## config.mk

```make
export PLATFORM = sky130hd
export DESIGN_NAME = cbd_sample_ctrl
export DESIGN_NICKNAME = d
export VERILOG_FILES = /design/src/rtl/cbd_pkg.sv /design/src/rtl/cbd_coeff.sv /design/src/rtl/cbd_sample_ctrl.sv
export SDC_FILE = /design/constraint.sdc
export NUM_CORES = 1
export LEC_CHECK = 0
export ABC_AREA = 1
export ABC_CLOCK_PERIOD_IN_PS = 4800
export CORE_ASPECT_RATIO = 0.5
export CORE_MARGIN = 2
export CORE_UTILIZATION = 30
export DETAILED_ROUTE_END_ITERATION = 6
export HOLD_SLACK_MARGIN = 0.06
export PLACE_DENSITY = 0.55
export RECOVER_POWER = 50
export SYNTH_ARGS = -nofsm -noshare
export SYNTH_HDL_FRONTEND = slang
export SYNTH_HIERARCHICAL = 1
export SYNTH_SLANG_ARGS = --single-unit
```

## constraint.sdc

```tcl
create_clock -name clk -period 4.8 [get_ports clk]
set_clock_uncertainty 0.15 [all_clocks]
set_input_delay 0.72 -clock clk [delete_from_list [all_inputs] [get_ports clk]]
set_output_delay 0.72 -clock clk [all_outputs]
set_load 0.01 [all_outputs]
```

## src/rtl/cbd_pkg.sv

```systemverilog
// Shared constants and FSM state encoding for the centered-binomial sampler.
package cbd_pkg;

    localparam int N      = 256;
    localparam int Q      = 3329;
    localparam int ETA    = 3;
    localparam int ADDR_W = 10;
    localparam int DATA_W = 12;
    localparam int IDX_W  = $clog2(N);
    localparam int SMP_W  = 2 * ETA;

    typedef enum logic [1:0] {
        IDLE  = 2'd0,
        RUN   = 2'd1,
        DRAIN = 2'd2,
        DONE  = 2'd3
    } state_e;

endpackage

```

## src/rtl/cbd_coeff.sv

```systemverilog
// Combinational CBD mapping: popcount of the a- and b-groups, difference
// folded into [0, Q-1] by adding Q when negative.
module cbd_coeff #(
    parameter int ETA    = 3,
    parameter int DATA_W = 12,
    parameter int Q      = 3329
) (
    input  logic [2*ETA-1:0]  s_data_i,
    output logic [DATA_W-1:0] coeff_o
);

    localparam int CW = $clog2(ETA + 1);

    logic [CW-1:0] a;
    logic [CW-1:0] b;

    // Count set bits in the low (a) and high (b) groups.
    always_comb begin
        a = '0;
        b = '0;
        for (int i = 0; i < ETA; i++) begin
            a = a + CW'(s_data_i[i]);
            b = b + CW'(s_data_i[ETA + i]);
        end
    end

    // a == b lands in the first branch, so zero is never reported as Q.
    always_comb begin
        coeff_o = '0;
        if (a >= b) begin
            coeff_o = DATA_W'(a - b);
        end else begin
            coeff_o = DATA_W'(Q) - DATA_W'(b - a);
        end
    end

endmodule

```

## src/rtl/cbd_sample_ctrl.sv

```systemverilog
// Sampling controller: accepts N random samples, maps each to a coefficient
// and writes them to consecutive RAM addresses starting at a latched base.
//
// Stream handshake: a sample transfers on a rising edge where s_valid and
// s_ready are both high; s_ready is a pure function of state (high only in
// RUN) and never depends on s_valid. The producer may change s_data freely
// while s_valid is low.
module cbd_sample_ctrl
    import cbd_pkg::*;
(
    input  logic              clk,
    input  logic              rst_n,
    input  logic              start,
    input  logic [ADDR_W-1:0] base_addr,
    input  logic              s_valid,
    input  logic [SMP_W-1:0]  s_data,
    output logic              s_ready,
    output logic              ram_en,
    output logic              ram_we,
    output logic [ADDR_W-1:0] ram_addr,
    output logic [DATA_W-1:0] ram_din,
    output logic              busy,
    output logic              done,
    output logic [1:0]        dbg_state
);

    state_e              state_q, state_d;
    logic [IDX_W-1:0]    idx_q, idx_d;
    logic [ADDR_W-1:0]   base_q, base_d;
    logic                wr_en_q, wr_en_d;
    logic [ADDR_W-1:0]   wr_addr_q, wr_addr_d;
    logic [DATA_W-1:0]   wr_data_q, wr_data_d;
    logic [DATA_W-1:0]   coeff;
    logic                hs;

    cbd_coeff #(
        .ETA    (ETA),
        .DATA_W (DATA_W),
        .Q      (Q)
    ) u_coeff (
        .s_data_i (s_data),
        .coeff_o  (coeff)
    );

    assign hs = s_valid & s_ready;

    // Next-state logic and state-decoded outputs.
    always_comb begin
        state_d = state_q;
        idx_d   = idx_q;
        base_d  = base_q;
        s_ready = 1'b0;
        busy    = 1'b0;
        done    = 1'b0;
        unique case (state_q)
            IDLE: begin
                if (start) begin
                    base_d  = base_addr;
                    idx_d   = '0;
                    state_d = RUN;
                end
            end
            RUN: begin
                s_ready = 1'b1;
                busy    = 1'b1;
                if (s_valid) begin
                    idx_d = idx_q + IDX_W'(1);
                    if (idx_q == IDX_W'(N - 1)) begin
                        state_d = DRAIN;
                    end
                end
            end
            DRAIN: begin
                busy    = 1'b1;
                state_d = DONE;
            end
            DONE: begin
                busy    = 1'b1;
                done    = 1'b1;
                state_d = IDLE;
            end
            default: state_d = IDLE;
        endcase
    end

    // One-stage write register fed by the accepted sample; address wraps
    // silently at the RAM size.
    always_comb begin
        wr_en_d   = hs;
        wr_addr_d = wr_addr_q;
        wr_data_d = wr_data_q;
        if (hs) begin
            wr_addr_d = base_q + ADDR_W'(idx_q);
            wr_data_d = coeff;
        end
    end

    // State, counter and base registers.
    always_ff @(posedge clk) begin
        if (!rst_n) begin
            state_q <= IDLE;
            idx_q   <= '0;
            base_q  <= '0;
        end else begin
            state_q <= state_d;
            idx_q   <= idx_d;
            base_q  <= base_d;
        end
    end

    // RAM port-A output register.
    always_ff @(posedge clk) begin
        if (!rst_n) begin
            wr_en_q   <= 1'b0;
            wr_addr_q <= '0;
            wr_data_q <= '0;
        end else begin
            wr_en_q   <= wr_en_d;
            wr_addr_q <= wr_addr_d;
            wr_data_q <= wr_data_d;
        end
    end

    // A write still sitting in the register during a reset cycle must not
    // reach the RAM.
    assign ram_en    = wr_en_q & rst_n;
    assign ram_we    = ram_en;
    assign ram_addr  = wr_addr_q;
    assign ram_din   = wr_data_q;
    assign dbg_state = state_q;

endmodule

```

==> results of run 1 <==
worst max-delay path, delay by kind of cell:
kind	cells	cell delay (ns)
buf+inv	4	2.01
simple gates	1	0.13
cells in the mapped netlist (7+ instances only):
cell | count | area (um^2)
nand3_1 | 22 | 110
inv_2 | 8 | 30.0
o21ai_0 | 17 | 85.1
buf_4 | 7 | 52.6
dfxtp_1 | 43 | 861
nand2_1 | 53 | 199
ha_1 | 18 | 225
o21ai_1 | 15 | 75.1
nor2_1 | 72 | 270
inv_1 | 36 | 135
a21oi_1 | 18 | 90.1
worst max path at each step:
stage / from / cells past startpoint / end / slack, ns
after floorplan: s_data[0] / 12 / ram_din[6] / 1.86
after global placement: s_data[0] / 12 / ram_din[6] / 1.39
after detailed placement: s_data[0] / 12 / ram_din[7] / 1.32
after CTS: s_data[0] / 12 / ram_din[7] / 1.62
after global routing: rst_n / 5 / ram_en / 0.95
final: rst_n / 5 / ram_we / 1.07
sequential cells by signal, indices dropped and copies added (netlist names):
register and count:
ram_din 12, base_q 10, ram_addr 10, idx_q 8
dbg_state 2, wr_en_q 1
cell families after synthesis:
family | after synthesis | share of synthesized area
simple gates | 161 | 0.273
flops | 43 | 0.352
compound gates | 57 | 0.128
buf+inv | 59 | 0.103
xor+xnor | 3 | 0.0108
fa+ha+maj | 23 | 0.133
routing by layer:
| metal | vias up | part of all wire | track usage |
|---|---|---|---|
| met5 | - | 0 | 0 |
| met4 | 0 | 0.0049 | 0.0204 |
| met3 | 2 | 0.023 | 0.0293 |
| met2 | 18 | 0.45 | 0.225 |
| met1 | 967 | 0.53 | 0.174 |
| li1 | 1176 | - | - |
where the power goes:
| part | internal (mW) | total, mW | switching [mW] |
|---|---|---|---|
| registers | 0.437 | 0.483 | 0.0456 |
| clock network | 0.192 | 0.333 | 0.141 |
| logic | 0.248 | 0.594 | 0.345 |
cell type report:
type                            count  area (um^2)  area share
Clock buffer                        6          129      0.0413
Clock inverter                      2         12.5     0.00401
Inverter                           44          165      0.0529
Multi-Input combinational cell    244         1330       0.426
Sequential cell                    43          861       0.276
Tap cell                          112          140      0.0449
Timing Repair Buffer               49          484       0.155
stage by stage:
step	util	total power, mW	std cells	worst slack, ns	hold slack (ns)
2_1_floorplan	-	0.894	346	1.86	0.293
6_report	0.393	1.41	500	1.07	0.328
3_3_place_gp	0.376	1.11	492	1.39	0.314
3_5_place_dp	0.376	1.11	492	1.32	0.318
4_1_cts	0.394	1.45	500	1.62	0.327
5_1_grt	0.393	1.53	500	0.949	0.350
==> metrics.yaml, run 1 <==
outcome: "finished, final reports clean"
dr_total_vias: 2163
fill_cells: 872
end_kind: "primary output"
ctsResizeCount: 0
ys_warn_count: 6
worst-slew-pin-transition_ns: 1.13
design_area_um2: 3120
grt-ovfl-total: 0
yosysSeqAreaShare: 0.352
crit-reg2reg-launch: "dbg_state[0]"
whs_path_depth: 2
grt_antenna_before_repair: 0
peakVddDrop_mv: 0.188
syn_to_final_growth_pct: 27.7
final_common_cell: "nor2_1"
hold_viol_final: 0
slowest_stage: "clkbuf_1"
r2r_slack_ns: 2.62
cap_violations: 0
wl_per_cell_um: 11.0
core_area_um2: 7940
p_leak_nw: 1.48
final_cell_mix: "72 x nor2_1, 54 x nand2_1, 43 x dfxtp_1"
cts_setup_buffers: 0
clock.fmax_mhz: 268
clock_path_buffers: 2
min_path_type: "reg2reg"
synth_seq_cells: 43
critPathLaunchType: "primary input"
grt_pass1_vias: 1992
grt_start_max_net_pins: 31
grt_util_all_layers: 0.131
syn_area_um2: 2440
min_period_ns: 3.73
dieArea_um2: 8920
setup.worst_path.class: "in2out"
powerDensity_nw_per_um2: 452
max_slew_margin: 0.250
holdBufCountCts: 0
grt_pass1_wl_mm: 9.34
cts_buffers: 5
critPathMaxFanout: 28
synth_edf_count: 0
worstPathArrival_ns: 2.86
ioPinCount: 49
drcViolationCount: 0
synth_fp_nets: 389
syn_avg_cell_area_um2: 7.06
std_cell_rows: 23
cts.clk_slew.worst_paths_ns: 0.06
wl_mm: 5.49
grt_setup_unrepaired: "false"
nets: 430
hold_end: "base_q[9]"
die_h_um: 67.8
vias_per_cell: 4.33
async_flop_share: 0
fp.dieW_um: 132
drt_iter0_markers: 90
required_ns: 3.93
initial_utilization: 0.307
drt-pass1-iter-count: 4
insertedDiodeCount: 0
finalSetupTns_ns: 0
reg2reg_to: "idx_q[3]"
dpl_cell_area_um2: 2980
insertion_delay_ns: 0.28
syn-instance-count: 346
worstHoldStart: "base_q[9]"
drtAntennaViolNets: 0
port_buffers: 48
slew_viol_final: 0
cts_tree: "yes"
place.gp.congestion: 0.824
drive_gt1_frac: 0.0464
clock-sinks: 43
worst-r2r-cell-count: 7
setup_viol: 0
period_share: 0.777
slowest_delay_ns: 0.83
ys.flop_type: "dfxtp_1"
worstPathCellList: "dlygate4sd3_1 > clkbuf_1 > nand2_1 > inv_1 > clkdlybuf4s50_1"
dp_hpwl_mm: 4.16
htree_levels: 2
synth_cell_type_count: 29
cts_root_buffer: "clkbuf_16"
Note: power is estimated with default switching activity, not from simulation.
==> inputs of run 2 (changes only) <==
Settings changed: ABC_CLOCK_PERIOD_IN_PS 4800 to 3800.
Clock period 4.8 ns to 3.8 ns, I/O delays scaled along.
==> run 2 against run 1 <==
Compared with the run above: utilization about the same; final cell count stayed put; die area unchanged; cell area barely moved; largest power group unchanged; clock-buffer cell count unchanged; non-clock buffer count unchanged; flip-flop and latch count unchanged; highest routed layer unchanged; critical path depth is 7 higher; sequential share of layout area hardly changed; clock power grew 26%; largest cell class unchanged; global-route usage hardly changed; first-iteration DRC count rose by 34%.
==> metrics.yaml, run 2 (same netlist as run 1, synthesis figures left out) <==
max_slew_margin: 0.320  # was 0.250
dieArea_um2: 8920  # unchanged
critPathLaunchType: "primary input"  # unchanged
hold_viol_final: 0  # unchanged
grt_start_max_net_pins: 31  # unchanged
nets: 430  # unchanged
reg2reg_to: "idx_q[0]"  # was idx_q[3]
finalSetupTns_ns: 0  # unchanged
worst-slew-pin-transition_ns: 1.02  # was 1.13 ns
holdBufCountCts: 0  # unchanged
wl_per_cell_um: 11.0  # about the same
std_cell_rows: 23  # unchanged
grt-ovfl-total: 0  # unchanged
grt_pass1_vias: 1932  # was 1992
outcome: "finished, final reports clean"  # unchanged
setup_viol: 0  # unchanged
slew_viol_final: 0  # unchanged
fp.dieW_um: 132  # unchanged
end_kind: "register"  # was primary output
cp-endpoint: "ram_din[7]"  # was ram_we
crit_start: "s_data[0]"  # was rst_n
final_cell_mix: "72 x nor2_1, 53 x nand2_1, 43 x dfxtp_1"  # was 72 x nor2_1, 54 x nand2_1, 43 x dfxtp_1
core_area_um2: 7940  # unchanged
insertedDiodeCount: 0  # unchanged
critPathMaxFanout: 5  # was 28
largest_register_ffs: 12  # unchanged
clock-sinks: 43  # unchanged
drtAntennaViolNets: 0  # unchanged
powerDensity_nw_per_um2: 571  # was 452 nW/um^2
grt_antenna_before_repair: 0  # unchanged
grt_setup_unrepaired: "false"  # unchanged
ioPinCount: 49  # unchanged
cts_setup_buffers: 0  # unchanged
die_h_um: 67.8  # unchanged
required_ns: 3.87  # was 3.93 ns
drt-pass1-iter-count: 4  # unchanged
ctsResizeCount: 0  # unchanged
min_path_type: "reg2reg"  # unchanged
htree_levels: 2  # unchanged
syn_to_final_growth_pct: 27.8  # was 27.7%
p_leak_nw: 1.48  # about the same
cts_buffers: 5  # unchanged
clock_path_buffers: 2  # unchanged
min_period_ns: 3.03
drive_gt1_frac: 0.0515  # was 0.0464
peakVddDrop_mv: 0.165  # was 0.188 mV
r2r_slack_ns: 1.71  # was 2.62 ns
drt_iter0_markers: 121  # was 90
initial_utilization: 0.307  # unchanged
port_buffers: 48  # unchanged
grt_util_all_layers: 0.131  # about the same
cts_tree: "yes"  # unchanged
cap_violations: 0  # unchanged
hold_slack_ns: 0.326  # was 0.328 ns
final_common_cell: "nor2_1"  # unchanged
grt_pass1_wl_mm: 9.24  # was 9.34 mm
worst-r2r-cell-count: 6  # was 7
vias_per_cell: 4.31  # was 4.33
clock.fmax_mhz: 330
crit-reg2reg-launch: "dbg_state[1]"  # was dbg_state[0]
wl_mm: 5.48  # was 5.49 mm
cts_root_buffer: "clkbuf_16"  # unchanged
place.gp.congestion: 0.870  # was 0.824
dp_hpwl_mm: 4.12  # was 4.16 mm
drcViolationCount: 0  # unchanged
worstPathArrival_ns: 3.10  # was 2.86 ns
cts.clk_slew.worst_paths_ns: 0.06  # about the same
setup.worst_path.class: "in2reg"  # was in2out
insertion_delay_ns: 0.28  # about the same
dr_total_vias: 2156  # was 2163
period_share: 0.797
run 2: area by class of cell:
class	instances	area [um^2]
inverters	44	165
repair buffers	49	484
fillers	874	4820
well taps	112	140
clock inverters	2	12.5
clock buffers	6	129
multi-input cells	244	1330
flip-flops and latches	43	861
run 2: worst max-delay path, stage by stage:
cell	delay [ns]
clkdlybuf4s50_1	0.45
inv_1	0.05
fa_1	0.49
inv_1	0.07
ha_1	0.13
inv_1	0.05
fa_1	0.52
ha_1	0.15
inv_1	0.03
a21oi_1	0.32
o21ai_0	0.15
nor2_1	0.12
run 2: worst min-delay path by stage:
stage	to	from	cells past startpoint
global route	ram_din[3]	ram_din[3]	2
finish	ram_din[7]	ram_din[7]	2
CTS	base_q[9]	base_q[9]	2
global placement	ram_din[3]	ram_din[3]	2
floorplan	base_q[9]	base_q[9]	2
detailed placement	base_q[9]	base_q[9]	2
run 2: metal layers:
metal / wire [um] / global-route usage / up-vias
li1: - / - / 1180
met1: 2860 / 0.173 / 946
met2: 2390 / 0.221 / 25
met3: 183 / 0.0308 / 5
met4: 46 / 0.0326 / 0
met5: 0 / 0 / -
run 2: stage by stage:
stage / setup slack, ns / utilization / instance area [um^2] / power, mW / std cells
3_5_place_dp: 0.500 / 0.376 / 2980 / 1.40 / 492
4_1_cts: 0.793 / 0.394 / 3130 / 1.83 / 500
5_1_grt: 0.495 / 0.393 / 3120 / 1.94 / 500
3_3_place_gp: 0.545 / 0.376 / 2980 / 1.40 / 492
6_report: 0.771 / 0.393 / 3120 / 1.78 / 500
2_1_floorplan: 1.01 / - / 2440 / 1.13 / 346
run 2: where the power goes:
group | switching (mW) | leakage, nW | internal, mW | total, mW
Combinational | 0.436 | 1.06 | 0.315 | 0.752
Sequential | 0.0595 | 0.352 | 0.552 | 0.612
Clock | 0.177 | 0.0669 | 0.243 | 0.420
Total | 0.673 | 1.48 | 1.11 | 1.78
==> inputs of run 3 (changes only) <==
Settings changed: ABC_CLOCK_PERIOD_IN_PS 3800 to 2700, PLACE_DENSITY 0.55 to 0.57.
Clock period 3.8 ns to 2.7 ns, I/O delays scaled along.
==> run 3 against run 2 <==
Compared with the run above: sequential share of layout area fell by 1.1 points; first-iteration DRC count rose by 13%; die area did not move; global-route usage rose by 0.52 points; critical endpoint is now ram_din[6]; highest routed layer unchanged.
==> metrics.yaml, run 3 (same netlist as run 1, synthesis figures left out) <==
outcome: "finished, final reports clean"  # unchanged
grt_pass1_vias: 2029  # was 1932
grt-ovfl-total: 0  # unchanged
period_share: 0.878
peakVddDrop_mv: 0.279  # was 0.165 mV
pwr-share-clk: 0.261  # was 0.235
die_h_um: 67.8  # unchanged
hold_slack_ns: 0.320  # was 0.326 ns
cap_violations: 0  # unchanged
drive_gt1_frac: 0.0907  # was 0.0515
setup.worst_path.class: "in2reg"  # unchanged
intPower_mw: 1.68  # was 1.11 mW
worstPathArrival_ns: 2.44  # was 3.10 ns
p_leak_nw: 1.60  # was 1.48 nW
min_path_type: "reg2reg"  # unchanged
final_cell_mix: "72 x nor2_1, 53 x nand2_1, 43 x dfxtp_1"  # unchanged
core_area_um2: 7940  # unchanged
syn_to_final_growth_pct: 33.1  # was 27.8%
fp.dieW_um: 132  # unchanged
insertedDiodeCount: 0  # unchanged
critPathLaunchType: "primary input"  # unchanged
initial_utilization: 0.307  # unchanged
dr_total_vias: 2186  # was 2156
grt_start_max_net_pins: 31  # unchanged
drt_iter0_markers: 137  # was 121
cts_tree: "yes"  # unchanged
dieArea_um2: 8920  # unchanged
pwr-share-seq: 0.323  # was 0.343
switching_power_mw: 0.978  # was 0.673 mW
drtAntennaViolNets: 0  # unchanged
vias_per_cell: 4.29  # was 4.31
port_buffers: 48  # unchanged
setup_viol: 0  # unchanged
p_sw_frac: 0.367  # was 0.377
place.gp.congestion: 0.830  # was 0.870
slowest_stage: "fa_1"  # unchanged
slew_viol_final: 0  # unchanged
end_kind: "register"  # unchanged
insertion_delay_ns: 0.28  # about the same
nets: 439  # was 430
setup_ws_ns: 0.329  # was 0.771 ns
critPathMaxFanout: 5  # unchanged
cts_root_buffer: "clkbuf_16"  # unchanged
cts.clk_slew.worst_paths_ns: 0.06  # about the same
clock.fmax_mhz: 422
powerDensity_nw_per_um2: 819  # was 571 nW/um^2
grt_setup_unrepaired: "false"  # unchanged
clock-sinks: 43  # unchanged
wl_mm: 5.61  # was 5.48 mm
worstPathCellList: "dlymetal6s2s_1 > fa_1 > inv_1 > ha_2 > inv_2 > fa_1 > ha_1 > inv_1 > a21oi_4 > o21ai_1 > nor2_1"  # was clkdlybuf4s50_1 > inv_1 > fa_1 > inv_1 > ha_1 > inv_1 > fa_1 > ha_1 > inv_1 > a21oi_1 > o21ai_0 > nor2_1
hold_viol_final: 0  # unchanged
dp.cells: 500  # was 492
grt_util_all_layers: 0.136  # was 0.131
min_period_ns: 2.37
std_cell_rows: 23  # unchanged
final_common_cell: "nor2_1"  # unchanged
largest_register_ffs: 12  # unchanged
max_slew_margin: 0.629  # was 0.320
utilization: 0.409  # was 0.393
drcViolationCount: 0  # unchanged
htree_levels: 2  # unchanged
wl_per_cell_um: 11.0  # about the same
worst-slew-pin-transition_ns: 0.556  # was 1.02 ns
comb_power_share: 0.417  # was 0.422
pre_cts_slack_ns: -0.381  # was 0.500 ns
clock_path_buffers: 2  # unchanged
finalPower_mw: 2.66  # was 1.78 mW
dp_hpwl_mm: 4.19  # was 4.12 mm
required_ns: 2.77  # was 3.87 ns
cts_buffers: 5  # unchanged
fill_cells: 858  # was 874
grt_antenna_before_repair: 0  # unchanged
grt_pass1_wl_mm: 9.67  # was 9.24 mm
slowest_delay_ns: 0.56  # was 0.52 ns
ioPinCount: 49  # unchanged
fin_cells: 509  # was 500
drt-pass1-iter-count: 4  # unchanged
holdBufCountCts: 0  # unchanged
[run 3: changes by cell type in the layout (fill, tap and decap cells not counted), sizes merged]
| cell | before | now |
|---|---|---|
| clkinvlp | 1 | 0 |
| clkdlybuf4s50 | 25 | 18 |
| dlymetal6s2s | 0 | 6 |
| buf | 0 | 9 |
| clkbuf | 7 | 6 |
| clkinv | 1 | 2 |
| dlygate4sd3 | 23 | 24 |
| bufinv | 0 | 1 |
[run 3: per-layer routing]
metal  part of all wire  vias to the layer above  GRT usage
met5                  0                        -          0
met1               0.51                      959      0.179
li1                   -                     1192          -
met4             0.0077                        0     0.0367
met2               0.44                       30      0.230
met3              0.035                        5     0.0300
[run 3: metrics by stage]
step	area [um^2]	TNS, ns
2_1_floorplan	2440	0
3_3_place_gp	3040	-2.50
3_5_place_dp	3040	-2.70
4_1_cts	3220	0
5_1_grt	3250	0
6_report	3250	0
[run 3: final timing paths]
| kind | from | endpoint | slack [ns] | cells past startpoint |
|---|---|---|---|---|
| worst max-delay path | s_data[5] | ram_din[6] | 0.33 | 11 |
| worst min-delay path | base_q[9] | base_q[9] | 0.32 | 2 |
| worst max register to register | idx_q[0] | ram_addr[8] | 0.82 | 10 |
| worst min register to register | base_q[9] | base_q[9] | 0.32 | 2 |
[run 3: cell type report]
type	instances	area, um^2	share of cell area
Multi-Input combinational cell	244	1350	0.415
Tap cell	112	140	0.0431
Clock inverter	3	43.8	0.0135
Inverter	44	165	0.0508
Sequential cell	43	861	0.265
Clock buffer	5	125	0.0385
Timing Repair Buffer	58	567	0.174
[run 3: power by group through the flow]
stage / Combinational, mW / Sequential [mW] / Clock, mW
after floorplan: 0.679 / 0.910 / 0
after global placement: 1.13 / 0.879 / 0
after detailed placement: 1.13 / 0.880 / 0
after CTS: 1.14 / 0.867 / 0.712
after global routing: 1.27 / 0.883 / 0.741
final: 1.11 / 0.860 / 0.694
[run 3: worst max-delay path: cells and delay by family]
family                     cells  cell delay (ns)
adders and majority gates      4             1.38
buffers and inverters          4             0.31
AOI/OAI and AO/OA              2             0.26
and+or+nand+nor                1             0.11
[run 3: what timing repair did]
action	in CTS	in global routing
setup buffers	0	1
pin swaps	1	11
gates resized for setup	1	15
setup endpoints to repair	6	9
